<file path="config.mk">
export PLATFORM = sky130hd
export DESIGN_NAME = sample_sender
export DESIGN_NICKNAME = d
export VERILOG_FILES = /design/src/rtl/sample_pkg.sv /design/src/rtl/flex_counter.sv /design/src/rtl/sample_sender.sv
export SDC_FILE = /design/constraint.sdc
export NUM_CORES = 1
export LEC_CHECK = 0
export CAP_MARGIN = 0
export CORE_AREA = 2 2 62 64
export DETAILED_ROUTE_END_ITERATION = 12
export DIE_AREA = 0 0 64 66
export PLACE_DENSITY = 0.74
export SLEW_MARGIN = 15
export SYNTH_ARGS = -nofsm -noshare
export SYNTH_HDL_FRONTEND = slang
export SYNTH_SLANG_ARGS = --single-unit
</file>
<file path="constraint.sdc">
create_clock -name clk -period 1.95 [get_ports clk]
set_input_delay 0.39 -clock clk [delete_from_list [all_inputs] [get_ports clk]]
set_output_delay 0.39 -clock clk [all_outputs]
set_load 0.1 [all_outputs]
</file>
<file path="src/rtl/sample_pkg.sv">
// Shared types and defaults for the sample-count producer.
package sample_pkg;

   typedef enum logic [2:0] {
      IDLE,
      FETCH,
      ISSUE,
      PULSE,
      WAIT,
      DONE
   } sender_state_t;

   localparam int DEFAULT_BATCH = 1000;
   localparam int SAMPLE_W      = 16;

endpackage

</file>
<file path="src/rtl/flex_counter.sv">
// Up-counter with programmable rollover; rollover_flag is high while count_out == rollover_val.
module flex_counter #(
   parameter int NUM_CNT_BITS = 4
) (
   input  logic                    clk,
   input  logic                    n_rst,
   input  logic                    clear,
   input  logic                    count_enable,
   input  logic [NUM_CNT_BITS-1:0] rollover_val,
   output logic [NUM_CNT_BITS-1:0] count_out,
   output logic                    rollover_flag
);

   logic [NUM_CNT_BITS-1:0] r_count;
   logic [NUM_CNT_BITS-1:0] w_count_nxt;
   logic                    r_flag;
   logic                    w_flag_nxt;

   always_comb begin
      w_count_nxt = r_count;
      if (clear)
         w_count_nxt = '0;
      else if (count_enable)
         w_count_nxt = (r_count == rollover_val) ? NUM_CNT_BITS'(1) : r_count + 1'b1;
      w_flag_nxt = !clear && (w_count_nxt == rollover_val);
   end

   always_ff @(posedge clk or negedge n_rst) begin
      if (!n_rst) begin
         r_count <= '0;
         r_flag  <= 1'b0;
      end else begin
         r_count <= w_count_nxt;
         r_flag  <= w_flag_nxt;
      end
   end

   assign count_out     = r_count;
   assign rollover_flag = r_flag;

endmodule

</file>
<file path="src/rtl/sample_sender.sv">
// Pulls samples from a valid/ready source and hands them to the filter one at a time,
// pulsing cnt_up per delivery and batch_done after BATCH_SIZE deliveries.
module sample_sender
   import sample_pkg::*;
#(
   parameter int DATA_W     = SAMPLE_W,
   parameter int BATCH_SIZE = DEFAULT_BATCH,
   parameter int CNT_W      = 10
) (
   input  logic              clk,
   input  logic              n_reset,
   input  logic              start,
   input  logic              clear,
   input  logic              in_valid,
   input  logic [DATA_W-1:0] in_data,
   output logic              in_ready,
   input  logic              modwait,
   output logic [DATA_W-1:0] out_data,
   output logic              data_ready,
   output logic              cnt_up,
   output logic              busy,
   output logic              batch_done
);

   localparam logic [CNT_W-1:0] LP_BATCH = CNT_W'(BATCH_SIZE);

   sender_state_t     r_state;
   sender_state_t     w_next;
   logic [DATA_W-1:0] r_data;
   logic [CNT_W-1:0]  w_count;
   logic              w_last;
   logic              w_cnt_clr;
   logic              w_cnt_en;

   // Delivered-sample count; reaching LP_BATCH is "remaining == 0".
   assign w_cnt_clr = clear || ((r_state == IDLE) && start);
   assign w_cnt_en  = (r_state == PULSE) && (w_count != LP_BATCH);

   flex_counter #(
      .NUM_CNT_BITS (CNT_W)
   ) u_remaining (
      .clk           (clk),
      .n_rst         (n_reset),
      .clear         (w_cnt_clr),
      .count_enable  (w_cnt_en),
      .rollover_val  (LP_BATCH),
      .count_out     (w_count),
      .rollover_flag (w_last)
   );

   always_ff @(posedge clk or negedge n_reset) begin
      if (!n_reset)
         r_state <= IDLE;
      else
         r_state <= w_next;
   end

   // Sample register only moves on an accept; a coincident clear keeps the old value.
   always_ff @(posedge clk or negedge n_reset) begin
      if (!n_reset)
         r_data <= '0;
      else if ((r_state == FETCH) && in_valid && !clear)
         r_data <= in_data;
   end

   always_comb begin
      w_next = r_state;
      if (clear) begin
         w_next = IDLE;
      end else begin
         case (r_state)
            IDLE:    if (start)    w_next = FETCH;
            FETCH:   if (in_valid) w_next = ISSUE;
            ISSUE:   if (!modwait) w_next = PULSE;
            PULSE:                 w_next = WAIT;
            WAIT:    if (!modwait) w_next = w_last ? DONE : FETCH;
            DONE:                  w_next = IDLE;
            default:               w_next = IDLE;
         endcase
      end
   end

   assign in_ready   = (r_state == FETCH);
   assign data_ready = (r_state == PULSE);
   assign cnt_up     = (r_state == PULSE);
   assign busy       = (r_state != IDLE);
   assign batch_done = (r_state == DONE);
   assign out_data   = r_data;

endmodule

</file>
Word-level counts from Yosys, hierarchy flattened
Cells that the tools add are included.
{"block": "totals", "reg_bits": 30}
{"block": "classes", "n_addsub": 1, "reduce_logical": 11, "n_mux": 10, "n_eq_ne": 12}
{"op": "10-bit 2-to-1 mux", "count": 3}
{"op": "10-bit equality test (second input constant)", "count": 2}
{"op": "3-bit 2-to-1 mux", "count": 6}
{"op": "3-bit case mux with 5 select lines", "count": 1}
{"op": "3-bit inequality test (second input constant)", "count": 4}
{"op": "10-bit by 1-bit adder with 10-bit output (second input constant)", "count": 1}
{"op": "10-bit inequality test (second input constant)", "count": 1}
{"op": "3-bit by 2-bit equality test with 1-bit output (second input constant)", "count": 2}
{"op": "3-bit equality test (second input constant)", "count": 2}
{"op": "1-bit logical AND", "count": 5}
{"op": "4-bit AND reduction", "count": 1}
{"op": "3-bit by 1-bit equality test with 1-bit output (second input constant)", "count": 1}
{"op": "3-bit zero test", "count": 1}
{"op": "3-bit nonzero test", "count": 1}
{"op": "1-bit zero test", "count": 2}
{"op": "1-bit logical OR", "count": 1}

Logic depth before layout (Yosys ltp)
{"block": "depth", "word_depth": 6, "ltp_mapped": 7, "mapped_depth_nobuf": 7}

Cells and area by module
From an unflattened synthesis, not the netlist that was laid out.
{"block": "unflattened", "hier_cells": 185, "hier_area_um2": 1950.6}
{"module": "flex_counter", "area_each_um2": 1024.7, "instances": 1, "cells_per_inst": 117}
{"module": "sample_sender", "area_each_um2": 925.9, "instances": 1, "cells_per_inst": 68}

Worst setup path before layout
Ideal clock, no wire load.
{"block": "synth_timing", "kind": "reg2reg", "startpoint": "register r_state[1]", "endpoint": "register r_data[10], in the netlist out_data[10]", "path_buffers": 2, "t_arrival_ps": 2421, "setup_slack_ps": -597, "synth_period_minus_slack_ps": 2547, "t_required_ps": 1824, "path_stages_with_launch": 7, "path_cell_list": "dfrtp_1 > buf_4 > or2b_2 > nor2_2 > nand3b_2 > buf_2 > mux2_2"}
{"block": "synth_via", "elab_chain_cells": 3}
{"item": "from (decl)", "line_no": "sample_sender.sv:27", "text": "sender_state_t r_state;"}
{"item": "from (signal assigned)", "line_no": "sample_sender.sv:55", "text": "r_state <= w_next;"}
{"item": "3-bit by 1-bit equality test with 1-bit output"}
{"item": "via in_ready", "line_no": "sample_sender.sv:16", "text": "output logic in_ready,"}
{"item": "1-bit logical AND (2 in series)", "line_no": "sample_sender.sv:62", "text": "else if ((r_state == FETCH) && in_valid && !clear)"}
{"item": "to (signal assigned)", "line_no": "sample_sender.sv:63", "text": "r_data <= in_data;"}
{"item": "to (decl)", "line_no": "sample_sender.sv:29", "text": "logic [DATA_W-1:0] r_data;"}
The timed path passes the listed nets, and every way through them passes these cells.
A chain may end at the register's enable or synchronous reset.

Final worst setup path
{"block": "layout_timing", "startpoint": "register r_state[1]", "endpoint": "output port in_ready"}
{"block": "layout_via", "elab_chain_cells": 1}
{"item": "3-bit by 1-bit equality test with 1-bit output", "line_no": "sample_sender.sv:83", "text": "assign in_ready = (r_state == FETCH);"}
{"item": "to (decl)", "line_no": "sample_sender.sv:16"}
Every way passes these cells.

==> impl_metrics.yaml <==
cells_and_area:
  nNetsFinal: 202
  finish.utilization_pct: 60.2
  areaGrowthSynthToFinish_pct: 42.8
  diodes: 0
  layout-drive-gt1-share_pct: 40.2
power_and_ir_drop:
  clkPwrFrac_pct: 23.2
  p_int_mw: 1.49
  combinationalPowerShare_pct: 48.2
  seqPwrFrac_pct: 28.7
  ir_worst_vdd_mv: 0.906
  power_density_mw_per_mm2: 1330
  power.switching_mw: 1.35
  p_leak_nw: 0.917
  p_sw_share_pct: 47.6
timing:
  relSlewSlack_pct: 75.2
  worst_pin_slew_ns: 0.371
  clock_skew_ns: 0.00919
  rsz0062_at_grt: "true"
  layout_setup_ws_ns: 0.102
  fmax_mhz: 541
  fin_crit_sh_pct: 94.8
  hold_viol: 0
  period_needed_ns: 1.85
  setup_viol: 0
  slew_viol_final: 0
detailed_routing:
  drc: 0
  postRouteAntennaNets: 0
  post_drt_wl_per_cell_um: 14.2
  routed_wl_um: 3230
  dr_total_vias: 1150
  viasPerCell: 5.07
  drtIter0Drc: 38
  drt_first_pass_iters: 4
global_routing:
  grt_usage_pct: 17.0
  grt-ovfl-total: 0
  antenna_found_initial: 0
  grt_max_degree: 31
  grt_first_pass_wirelength_um: 5420
  grt_pass1_vias: 1197
clock_network:
  cts_tree: "done"
  htreeDepth: 2
  cts_root_buf: "clkbuf_4"
  clock_path_buffers: 2
  worstSkewPairLatency_ns: 0.34
  path_clk_slew_ns: 0.10
  cts_buffers: 5
  cts.sinks: 30
synthesis:
  synth_area_per_cell_um2: 11.4
  yosysWarnings: 0
  seq_area_frac_synth_pct: 50.1
  synth_nets: 155
  netlist_area_mm2: 0.00150
  ys_ff_latch: 30
  synth_area_leader_cell: "dfrtp_1"
  netlist_instances: 131
  synth_edf_count: 0
  async_flop_share_pct: 100
  synth_flop_cell: "dfrtp_1"
  ys_types: 39
  synthTopCellsByArea: "dfrtp_1 (50%), mux2_2 (13%), nor2_1 (3.8%), xnor2_1 (2.3%), xor2_1 (2.3%)"
  synth.top_cell.area_share_pct: 50.1
critical_path:
  r2r_start: "u_remaining.count_out[0]"
  start_kind: "flip-flop"
  worst_r2r_path_depth: 7
  cp.arrival_ns: 1.46
  rrSetupSlack_ns: 0.17
  r2r_end: "u_remaining.rollover_flag"
  critPathMaxFanout: 8
  critPathCaptureType: "primary output"
  critPathKind: "flip-flop to primary output"
  cp.required_ns: 1.56
hold_path:
  hold_class: "input port to async pin"
floorplan:
  rows: 22
  die_w_um: 64
  die_h_um: 66
  initial_core_util_pct: 42.2
  core_mm2: 0.00355
  die_area_mm2: 0.00422
  top_level_ports: 43
run_status:
  run_status: "finished, final reports clean"
placed_design:
  place_worst_setup_slack_ns: 0.0419
  portBuffers: 42
  place_congestion: 0.835
  dp_hpwl_um: 2350
job:
  cap_viol_max_count: 0
## power by group through the flow
stage          Combinational, mW  Sequential, mW  Clock (mW)
3_3_place_gp                1.37           0.815           0
4_1_cts                     1.38           0.816       0.671
6_report                    1.37           0.816       0.660
3_5_place_dp                1.38           0.824           0
2_1_floorplan              0.206            1.67           0
5_1_grt                     1.41           0.830       0.709
## state kept, by name, indices dropped and copies added (netlist names)
| signal | flops |
|---|---|
| out_data | 16 |
| u_remaining.rollover_flag | 1 |
| r_state | 3 |
| u_remaining.count_out | 10 |
## metal layers
metal / vias to the layer above / global-route usage [%] / wire length [um]
met4: 0 / 5.98 / 41
met5: - / 0 / 0
li1: 551 / - / -
met3: 3 / 6.64 / 222
met2: 40 / 30.3 / 1640
met1: 556 / 18.1 / 1320
## stage by stage
step           hold slack [ns]  setup TNS [ns]  power, mW  std cells  instance area, um2
2_1_floorplan           0.0944           -1.10       1.88        131                1540
5_1_grt                  0.448         -0.0183       2.95        227                2140
3_3_place_gp             0.491               0       2.18        217                1980
4_1_cts                  0.433               0       2.87        225                2090
6_report                 0.423               0       2.85        227                2140
3_5_place_dp             0.494               0       2.20        217                1980
## how the worst max path moves through the flow
stage	cells past startpoint	startpoint	to	slack (ns)
floorplan	6	r_state[1]	out_data[10]	-0.11
finish	3	r_state[1]	in_ready	0.10
global route	5	u_remaining.count_out[3]	u_remaining.rollover_flag	-0.02
CTS	7	u_remaining.count_out[0]	u_remaining.rollover_flag	0.02
global placement	4	clear	u_remaining.rollover_flag	0.13
detailed placement	7	u_remaining.count_out[0]	u_remaining.rollover_flag	0.04
## worst max-delay path: stages (launching register included)
cell     delay [ns]
dfrtp_2        0.48
or2b_4         0.29
nor2_4         0.16
buf_12         0.19
## cell usage after synthesis, drive strengths merged (2+ instances only)
master,count
inv,6
nand3b,2
nand2,6
or2b,2
mux2,17
nand3,5
a31oi,2
xor2,4
a21oi,6
ha,2
nand2b,2
buf,5
nor2,16
xnor2,4
dfrtp,30
nor3,4
## final cells by class
type                    instances  area [um2]
fillers                       269        1410
flip-flops and latches         30         757
multi-input cells              89         723
repair buffers                 46         460
clock inverters                 2        60.1
well taps                      48        60.1
clock buffers                   6        51.3
inverters                       6        26.3
## layout by cell type, fill, tap and decap left out, types with 5 or more instances in the layout
master / count
dfrtp_1: 25
clkdlybuf4s50_1: 21
buf_4: 20
mux2_2: 17
nor2_1: 14
nand2_1: 6
inv_1: 5
nand3_1: 5
clkbuf_4: 5
buf_12: 5
dfrtp_2: 5
## kinds of logic after synthesis
| kind of cell | synth area share, % |
|---|---|
| muxes | 12.8 |
| xor gates and xnor gates | 4.68 |
| AOI/OAI and AO/OA | 6.68 |
| buffers and inverters | 4.68 |
| adders and majority gates | 1.67 |
| and+or+nand+nor | 19.4 |
| DFF | 50.1 |
## repair_timing
action                     in CTS  in global routing
buffers inserted                0                  2
hold buffers                    0                  0
gates resized for setup         0                  8
setup endpoints to repair       0                  4
Power figures use the tool's default switching activity.
